`config.mk`:
```
export PLATFORM = sky130hd
export DESIGN_NAME = imu_frame_sync
export DESIGN_NICKNAME = d
export VERILOG_FILES = /design/src/rtl/imu_frame_sync.sv
export SDC_FILE = /design/constraint.sdc
export NUM_CORES = 1
export LEC_CHECK = 0
export ABC_CLOCK_PERIOD_IN_PS = 4100
export BUFFER_PORTS_ARGS = -buffer_cell sky130_fd_sc_hd__buf_4
export CORE_ASPECT_RATIO = 0.9
export CORE_MARGIN = 3
export CORE_UTILIZATION = 36
export DETAILED_ROUTE_END_ITERATION = 12
export PLACE_DENSITY = 0.51
export RECOVER_POWER = 25
export SYNTH_ARGS = -nofsm -noshare
export SYNTH_HDL_FRONTEND = slang
export SYNTH_SLANG_ARGS = --single-unit
```
`constraint.sdc`:
```
create_clock -name clk -period 4.1 [get_ports clk]
set_input_delay 1.025 -clock clk [delete_from_list [all_inputs] [get_ports clk]]
set_output_delay 1.025 -clock clk [all_outputs]
set_load 0.1 [all_outputs]
```
`src/rtl/imu_frame_sync.sv`:
```
`default_nettype none
// +--------------------------------------------------------------------------+
// | imu_frame_sync: camera trigger pulses phase-locked to IMU sample edges   |
// | Rev 1.0                                                                  |
// +--------------------------------------------------------------------------+
module imu_frame_sync #(
  parameter int NUM_CH          = 2,
  parameter int CNT_W           = 8,
  parameter int SYNC_STAGES     = 2,
  parameter int PULSE_CYCLES    = 500000,
  parameter int TIMEOUT_CYCLES  = 1000000,
  parameter int FALLBACK_CYCLES = 250000
) (
  input  logic                    clk,
  input  logic                    rst,
  input  logic                    imu_int,
  input  logic                    enable,
  input  logic [CNT_W-1:0]        samples_per_frame,
  input  logic [NUM_CH*CNT_W-1:0] phase,
  input  logic [NUM_CH-1:0]       ch_enable,
  output logic [CNT_W-1:0]        sample_count,
  output logic [NUM_CH-1:0]       trigger_frame,
  output logic                    imu_lost,
  output logic [NUM_CH-1:0]       overrun
);

  localparam int PW = $clog2(PULSE_CYCLES + 1);
  localparam int WW = $clog2(TIMEOUT_CYCLES + 1);
  localparam int FW = $clog2(FALLBACK_CYCLES + 1);
  localparam logic [PW-1:0]    PULSE_LAST = PW'(PULSE_CYCLES - 1);
  localparam logic [WW-1:0]    WD_LAST    = WW'(TIMEOUT_CYCLES - 1);
  localparam logic [FW-1:0]    FB_LAST    = FW'(FALLBACK_CYCLES - 1);
  localparam logic [CNT_W-1:0] CNT_ONE    = CNT_W'(1);

  typedef enum logic [1:0] {
    ST_LOW  = 2'b01,
    ST_HIGH = 2'b10
  } state_t;

  logic [SYNC_STAGES-1:0] sync_q;
  logic                   sync_s;
  state_t                 state_q, state_d;
  logic                   evt_fsm_d, evt_fsm_q;

  always_ff @(posedge clk) begin
    if (rst) begin
      sync_q    <= '0;
      state_q   <= ST_LOW;
      evt_fsm_q <= 1'b0;
    end else begin
      sync_q    <= {sync_q[SYNC_STAGES-2:0], imu_int};
      state_q   <= state_d;
      evt_fsm_q <= evt_fsm_d;
    end
  end

  assign sync_s = sync_q[SYNC_STAGES-1];

  always_comb begin
    state_d   = ST_LOW;
    evt_fsm_d = 1'b0;
    case (state_q)
      ST_LOW: begin
        if (sync_s) begin
          state_d   = ST_HIGH;
          evt_fsm_d = 1'b1;
        end
      end
      ST_HIGH: state_d = sync_s ? ST_HIGH : ST_LOW;
      default: state_d = ST_LOW;
    endcase
  end

  // A real IMU edge always wins: it clears the watchdog and restarts the fallback tick.
  logic [WW-1:0] wd_q;
  logic [FW-1:0] fb_q;
  logic          lost_q;
  logic          fb_tick;
  logic          evt;

  assign fb_tick = lost_q && (fb_q == FB_LAST);
  assign evt     = enable && (evt_fsm_q || fb_tick);

  always_ff @(posedge clk) begin
    if (rst) begin
      wd_q   <= '0;
      fb_q   <= '0;
      lost_q <= 1'b0;
    end else begin
      if (evt_fsm_q)            wd_q <= '0;
      else if (wd_q != WD_LAST) wd_q <= wd_q + WW'(1);

      if (evt_fsm_q)            lost_q <= 1'b0;
      else if (wd_q == WD_LAST) lost_q <= 1'b1;

      if (!lost_q || evt_fsm_q || fb_tick) fb_q <= '0;
      else                                 fb_q <= fb_q + FW'(1);
    end
  end

  logic [CNT_W-1:0]  n_frame;
  logic [CNT_W-1:0]  cnt_d, cnt_q;
  logic [NUM_CH-1:0] fire_d, fire_q;

  assign n_frame = (samples_per_frame == '0) ? CNT_ONE : samples_per_frame;

  always_comb begin
    cnt_d = cnt_q;
    if (evt) cnt_d = (cnt_q >= n_frame - CNT_ONE) ? '0 : cnt_q + CNT_ONE;
  end

  always_ff @(posedge clk) begin
    if (rst) begin
      cnt_q  <= '0;
      fire_q <= '0;
    end else begin
      cnt_q  <= cnt_d;
      fire_q <= fire_d;
    end
  end

  for (genvar i = 0; i < NUM_CH; i++) begin : g_ch
    logic [CNT_W-1:0] ph;
    logic             trig_d, trig_q;
    logic             ovr_d, ovr_q;
    logic [PW-1:0]    pcnt_d, pcnt_q;

    assign ph        = phase[i*CNT_W +: CNT_W];
    assign fire_d[i] = evt && ch_enable[i] && (ph == cnt_q) && (ph < n_frame);

    // A fire landing on a live pulse only flags overrun; the countdown keeps running.
    always_comb begin
      trig_d = trig_q;
      pcnt_d = pcnt_q;
      ovr_d  = ovr_q;
      if (trig_q) begin
        if (pcnt_q == '0) trig_d = 1'b0;
        else              pcnt_d = pcnt_q - PW'(1);
        if (fire_q[i])    ovr_d  = 1'b1;
      end else if (fire_q[i]) begin
        trig_d = 1'b1;
        pcnt_d = PULSE_LAST;
      end
    end

    always_ff @(posedge clk) begin
      if (rst) begin
        trig_q <= 1'b0;
        pcnt_q <= '0;
        ovr_q  <= 1'b0;
      end else begin
        trig_q <= trig_d;
        pcnt_q <= pcnt_d;
        ovr_q  <= ovr_d;
      end
    end

    assign trigger_frame[i] = trig_q;
    assign overrun[i]       = ovr_q;
  end : g_ch

  assign sample_count = cnt_q;
  assign imu_lost     = lost_q;

endmodule
`default_nettype wire

```
==> out/metrics.csv, run 1 <==
metric,value,unit
crit_cells,13,
hp-start,sync_q[0],
critPathBufInv,2,
rsz0062_at_grt,false,
yosys_warnings,0,
hold_path_class,flop to flop,
post_cts_buffers,0,
first_pass_iters,4,
slew_viol_final,35,
viasPerCell,5.18,
die_area,0.0162,sq mm
p_int,1.46,mW
crit_type,input port to flop,
p_per_area,309,mW/mm^2
insertion_delay,340,ps
maxCapViolCount,1,
p_leak,2.35,nW
synth_top_area_share,36.2,%
worstPathRequired,4390,ps
cp-startpoint,samples_per_frame[3],
fin_util,42.8,%
vias,4399,
antenna_found_initial,0,
drtAntennaViolNets,0,
worst_ep_arrival_time,4080,ps
h-tree-depth,3,
fin_crit,3790,ps
reg2reg_to,sample_count[0],
ir_drop,0.000238,V
worstSetupEndpoint,sample_count[0],
rows,41,
synth-seq-cells,96,
wire_per_inst,14.4,um
dp_hpwl,8980,um
end_kind,flop,
p_sw,420,uW
switching_share,22.3,%
cts.repair.resized,0,
p_seq_share,50.0,%
period_share,92.4,%
power_frac_clock,43.9,%
cts_tree,done,
die_y,121,um
async_flop_share,0,%
synth_edf_count,0,
portBuffers,42,
track_usage,16.0,%
outcome,finished with violations,
start_util,37.4,%
cpMaxStageDelayCell,nor2_1,
ios,43,
finalSetupViolCount,0,
synthTopCellsByCount,"96 x dfxtp_1, 81 x nor2_1, 43 x xor2_1",
synth_area_leaders,"dfxtp_1 36%, xor2_1 7.1%, ha_1 6.8%",
drt_iter0_markers,139,
antenna_cells,0,
worst-path-max-fanout,8,
synth_area,0.00531,sq mm
timing.fmax,264,MHz
grt_pass1_vias,4393,
drive_above_1_share,12.0,%
synth.avg_cell_area,8.60,sq um
yosysUniqueCellTypes,65,
area_growth,14.6,%
path_clk_slew,60,ps
place.gp.congestion,0.920,
clockRootBuffer,clkbuf_16,
crit_family,simple AND/OR/NAND/NOR gates,
clock_path_buffers,2,
core_area,0.0142,sq mm
clock_skew,7.16,ps
fp.dieW,134,um
rrSetupSlack,1370,ps
hold_buffers,0,
max_slew_margin,-19.1,%
power_frac_comb,6.1,%
synth_area_leader_cell,dfxtp_1,
cts_buffers,9,
r2r-start,sample_count[0],
ff2ff_path_depth,7,
synth.most_common_cell,dfxtp_1,
cts_sinks,96,
grt_max_degree,35,
worst_pin_slew,1790,ps
crit_chain,buf_4 > nor4_1 > a41oi_1 > buf_4 > nand2_1 > nor4_1 > xnor2_1 > ha_1 > and3_1 > a221oi_1 > o311ai_1 > nor2_1 > mux2_2,
grt_pass1_wl,21300,um
fin_tns_setup,0,ps
violations,"capacitance limit, slew limit",
crit_path_start_kind,input port,
nNetsFinal,710,
drc,0,
syn-num-nets,676,
grt-ovfl-total,0,
ys_seq_area_share,36.2,%
finalWirelength,12300,um
slowest_delay,500,ps
hold_viol,0,
synthFlopType,dfxtp_1,
netlist_instances,617,
[worst reg2reg max path: stages (launching register included)]
cell	delay, ps
dfxtp_1	530
inv_1	90
ha_1	290
nand2b_1	140
a2111oi_0	570
o311ai_1	320
nor2_1	500
mux2_2	250
[metrics by stage]
step	area, sq um	cells	setup WS, ps	power, mW	hold slack, ps
after global placement	5800	833	157	1.07	420
after CTS	6090	849	387	1.92	442
after detailed placement	5800	833	27.2	1.08	426
after floorplan	5310	617	440	1.03	414
after global routing	6080	849	88.6	1.97	469
final	6080	849	310	1.88	434
[final cells by class]
cell class | count | area [sq um]
clock buffers | 11 | 233
multi-input cells | 475 | 3200
repair buffers | 47 | 349
fillers | 1412 | 8130
inverters | 22 | 82.6
flip-flops and latches | 96 | 1920
well taps | 193 | 241
clock inverters | 5 | 57.6
[layer usage]
| layer | track usage, % | wire [um] |
|---|---|---|
| met4 | 5.01 | 176 |
| met1 | 21.3 | 6050 |
| met3 | 3.57 | 337 |
| met5 | 0 | 0 |
| met2 | 25.8 | 5700 |
[flip-flops by register name, summed over array words and instances, names as in the netlist]
register and count:
g_ch.pcnt_q 38, wd_q 20, fb_q 18, sample_count 8, fire_q 2, g_ch.ovr_q 2, g_ch.trig_q 2, state_q 2
sync_q 2, evt_fsm_q 1, imu_lost 1
[how the worst min path moves through the flow]
stage | endpoint | cells after the start | slack, ps
6_report | sync_q[1] | 1 | 430
5_1_grt | sync_q[1] | 1 | 470
4_1_cts | sync_q[1] | 1 | 440
3_5_place_dp | sync_q[1] | 1 | 430
3_3_place_gp | sync_q[1] | 1 | 420
2_1_floorplan | sync_q[1] | 1 | 410
[power groups by stage]
stage | Combinational [mW] | Clock (mW) | Sequential, mW
final | 0.114 | 0.825 | 0.941
after global routing | 0.130 | 0.895 | 0.941
after CTS | 0.115 | 0.863 | 0.941
after detailed placement | 0.115 | 0 | 0.962
after global placement | 0.113 | 0 | 0.962
after floorplan | 0.0638 | 0 | 0.963
[cell families after synthesis]
logic type                 count (synthesis)  synth area share, %
and+or+nand+nor                          264                 26.6
muxes                                      5                0.966
DFF                                       96                 36.2
buffers and inverters                     46                 3.56
AOI/OAI and AO/OA                        107                 14.3
adders and majority gates                 29                 6.83
xor gates and xnor gates                  70                 11.5
[cells in the final DEF (no fill, tap or decap), types with 4 or more instances in the layout]
| cell type | netlist | final |
|---|---|---|
| inv_1 | 22 | 22 |
| nand4_1 | 17 | 17 |
| xor2_1 | 43 | 43 |
| nor3_1 | 21 | 21 |
| a21oi_1 | 24 | 24 |
| nor2b_1 | 11 | 11 |
| mux2i_1 | 4 | 4 |
| clkbuf_16 | 0 | 9 |
| o31ai_1 | 6 | 6 |
| nor4_1 | 9 | 9 |
| nand2_1 | 35 | 35 |
| nand3b_1 | 4 | 4 |
| xnor2_1 | 27 | 27 |
| nor3b_1 | 5 | 5 |
| ha_1 | 29 | 29 |
| buf_4 | 4 | 46 |
| and4_1 | 4 | 4 |
| or4_1 | 6 | 6 |
| nor2_1 | 81 | 81 |
| and3_1 | 14 | 14 |
| a22o_1 | 6 | 6 |
| a31oi_1 | 6 | 6 |
| o21ai_0 | 20 | 20 |
| o2111ai_1 | 8 | 8 |
| dfxtp_1 | 96 | 96 |
| nand3_1 | 22 | 22 |
| nand2b_1 | 5 | 5 |
| o211ai_1 | 4 | 4 |
| or3_1 | 7 | 7 |
Power figures use the tool's default switching activity.
==> inputs of run 2 (changes only) <==
--- a/config.mk
+++ b/config.mk
@@ -7,11 +7,12 @@
 export LEC_CHECK = 0
 export ABC_CLOCK_PERIOD_IN_PS = 4100
 export BUFFER_PORTS_ARGS = -buffer_cell sky130_fd_sc_hd__buf_4
+export CAP_MARGIN = 30
 export CORE_ASPECT_RATIO = 0.9
 export CORE_MARGIN = 3
-export CORE_UTILIZATION = 36
+export CORE_UTILIZATION = 60
 export DETAILED_ROUTE_END_ITERATION = 12
-export PLACE_DENSITY = 0.51
+export PLACE_DENSITY = 0.78
 export RECOVER_POWER = 25
 export SYNTH_ARGS = -nofsm -noshare
 export SYNTH_HDL_FRONTEND = slang
==> run 2 against run 1 <==
The flow still finishes with violations (capacitance limit, slew limit). Cell area fell by 3.0%. Die area fell by 38%. Clock power fell by 17%. Global-route usage rose by 7.9 points. Sequential power barely moved. Worst hold slack improved by 18 ps. Core utilization rose by 28 points. Register-to-register slack got worse by 110 ps. Worst setup slack got worse by 43 ps. First-iteration DRC count rose by 97%. Critical path type unchanged. Largest cell class unchanged. Largest power group unchanged.
==> out/metrics.csv, run 2 (same netlist as run 1, synthesis figures left out) <==
metric,value,unit
violations,"capacitance limit, slew limit",
ff2ff_path_depth,7,
finalSetupViolCount,0,
p_sw,389,uW
die_area,0.0100,sq mm
drc,0,
p_int,1.35,mW
hold_buffers,0,
start_util,63.7,%
viasPerCell,6.01,
rows,31,
largest_reg_flops,38,
nNetsFinal,708,
worstSetupEndpoint,sample_count[0],
hold_viol,0,
first_pass_iters,5,
vias,4625,
p_leak,2.30,nW
drive_above_1_share,11.8,%
holdPathStages,1,
portBuffers,42,
drtAntennaViolNets,0,
insertion_delay,370,ps
crit_type,input port to flop,
wire_per_inst,15.1,um
fp.dieW,105,um
outcome,finished with violations,
place.gp.congestion,0.912,
rrSetupSlack,1260,ps
slew_viol_final,35,
switching_share,22.5,%
cts_sinks,96,
final_common_cell,dfxtp_1,
h-tree-depth,3,
area_growth,11.1,%
worstPathRequired,4410,ps
worst_pin_slew,1620,ps
antenna_found_initial,0,
worst_ep_arrival_time,4140,ps
top_register,g_ch.pcnt_q,
finalWirelength,11600,um
max_slew_margin,-8.28,%
maxCapViolCount,1,
power_frac_comb,6.4,%
clock_path_buffers,2,
cts_tree,done,
grt_max_degree,35,
track_usage,23.8,%
path_clk_slew,90,ps
clock_skew,6.70,ps
crit_path_start_kind,input port,
grt-ovfl-total,0,
antenna_cells,0,
fin_tns_setup,0,ps
p_per_area,294,mW/mm^2
post_cts_buffers,0,
p_seq_share,54.2,%
cp-startpoint,samples_per_frame[3],
fin_crit,3830,ps
drt_iter0_markers,274,
grt_pass1_vias,4324,
hold_path_class,flop to flop,
ios,43,
reg2reg_to,sample_count[0],
dp_hpwl,8520,um
layout_common_cells,"96 x dfxtp_1, 81 x nor2_1, 43 x xor2_1, 43 x buf_4, 35 x nand2_1",
reg_top3,"g_ch.pcnt_q: 38 flops, wd_q: 20 flops, fb_q: 18 flops",
grt_pass1_wl,19700,um
power_frac_clock,39.4,%
clockRootBuffer,clkbuf_8,
cts_buffers,9,
timing.fmax,261,MHz
die_y,95.2,um
power,1.73,mW
worst-path-max-fanout,8,
r2r-start,sample_count[0],
ir_drop,0.000191,V
placedCellCount,753,
core_area,0.00834,sq mm
rsz0062_at_grt,false,
period_share,93.5,%
end_kind,flop,
cts.repair.resized,0,
fin_cells,769,
[run 2: changes by cell type in the layout (fill, tap and decap cells not counted)]
cell        delta
clkinvlp_4     +2
clkbuf_16      -9
clkbuf_8      +10
bufinv_16      +1
buf_4          -3
clkinv_4       -2
clkinv_2       -1
[run 2: worst min-delay path by stage]
stage / start / endpoint / slack [ps]
after floorplan: sync_q[0] / sync_q[1] / 410
after global placement: sync_q[0] / sync_q[1] / 430
after detailed placement: sync_q[0] / sync_q[1] / 430
after CTS: sync_q[0] / sync_q[1] / 450
after global routing: sync_q[0] / sync_q[1] / 480
final: sync_q[0] / sync_q[1] / 450
[run 2: critical path: stages]
cell and delay (ps):
buf_4 130, nor4_1 350, a41oi_1 280, ha_1 350, ha_1 290, a2111oi_0 620
o311ai_1 360, nor2_1 500, mux2_2 250
[run 2: power by group through the flow]
stage               combinational (mW)  clock [mW]  sequential, mW
floorplan                       0.0638           0           0.963
global placement                 0.106           0           0.962
detailed placement               0.111           0           0.962
CTS                              0.112       0.694           0.940
global route                     0.126       0.730           0.942
finish                           0.112       0.683           0.940
[run 2: stage by stage]
| step | util (%) | setup WS [ps] | area (sq um) | hold WS, ps |
|---|---|---|---|---|
| finish | 70.7 | 267 | 5900 | 452 |
| global route | 70.7 | 53.7 | 5900 | 478 |
| CTS | 70.8 | 289 | 5910 | 454 |
| detailed placement | 68.2 | -75.4 | 5680 | 434 |
| global placement | 68.2 | 94.0 | 5680 | 426 |
| floorplan | - | 440 | 5310 | 414 |
[run 2: layer usage]
metal | vias to the layer above | share of wire [%] | track usage, %
met5 | - | 0 | 0
met4 | 0 | 1.3 | 7.21
met3 | 18 | 5.4 | 4.47
met2 | 142 | 49 | 40.8
met1 | 2172 | 45 | 30.9
li1 | 2293 | - | -
[run 2: final cells by class]
cell class / instances / area, sq um
clock buffer: 11 / 141
clock inverter: 5 / 80.1
fill: 662 / 2440
inverter: 22 / 82.6
multi-input combinational: 475 / 3200
sequential: 96 / 1920
tap: 115 / 144
timing repair buffer: 45 / 330
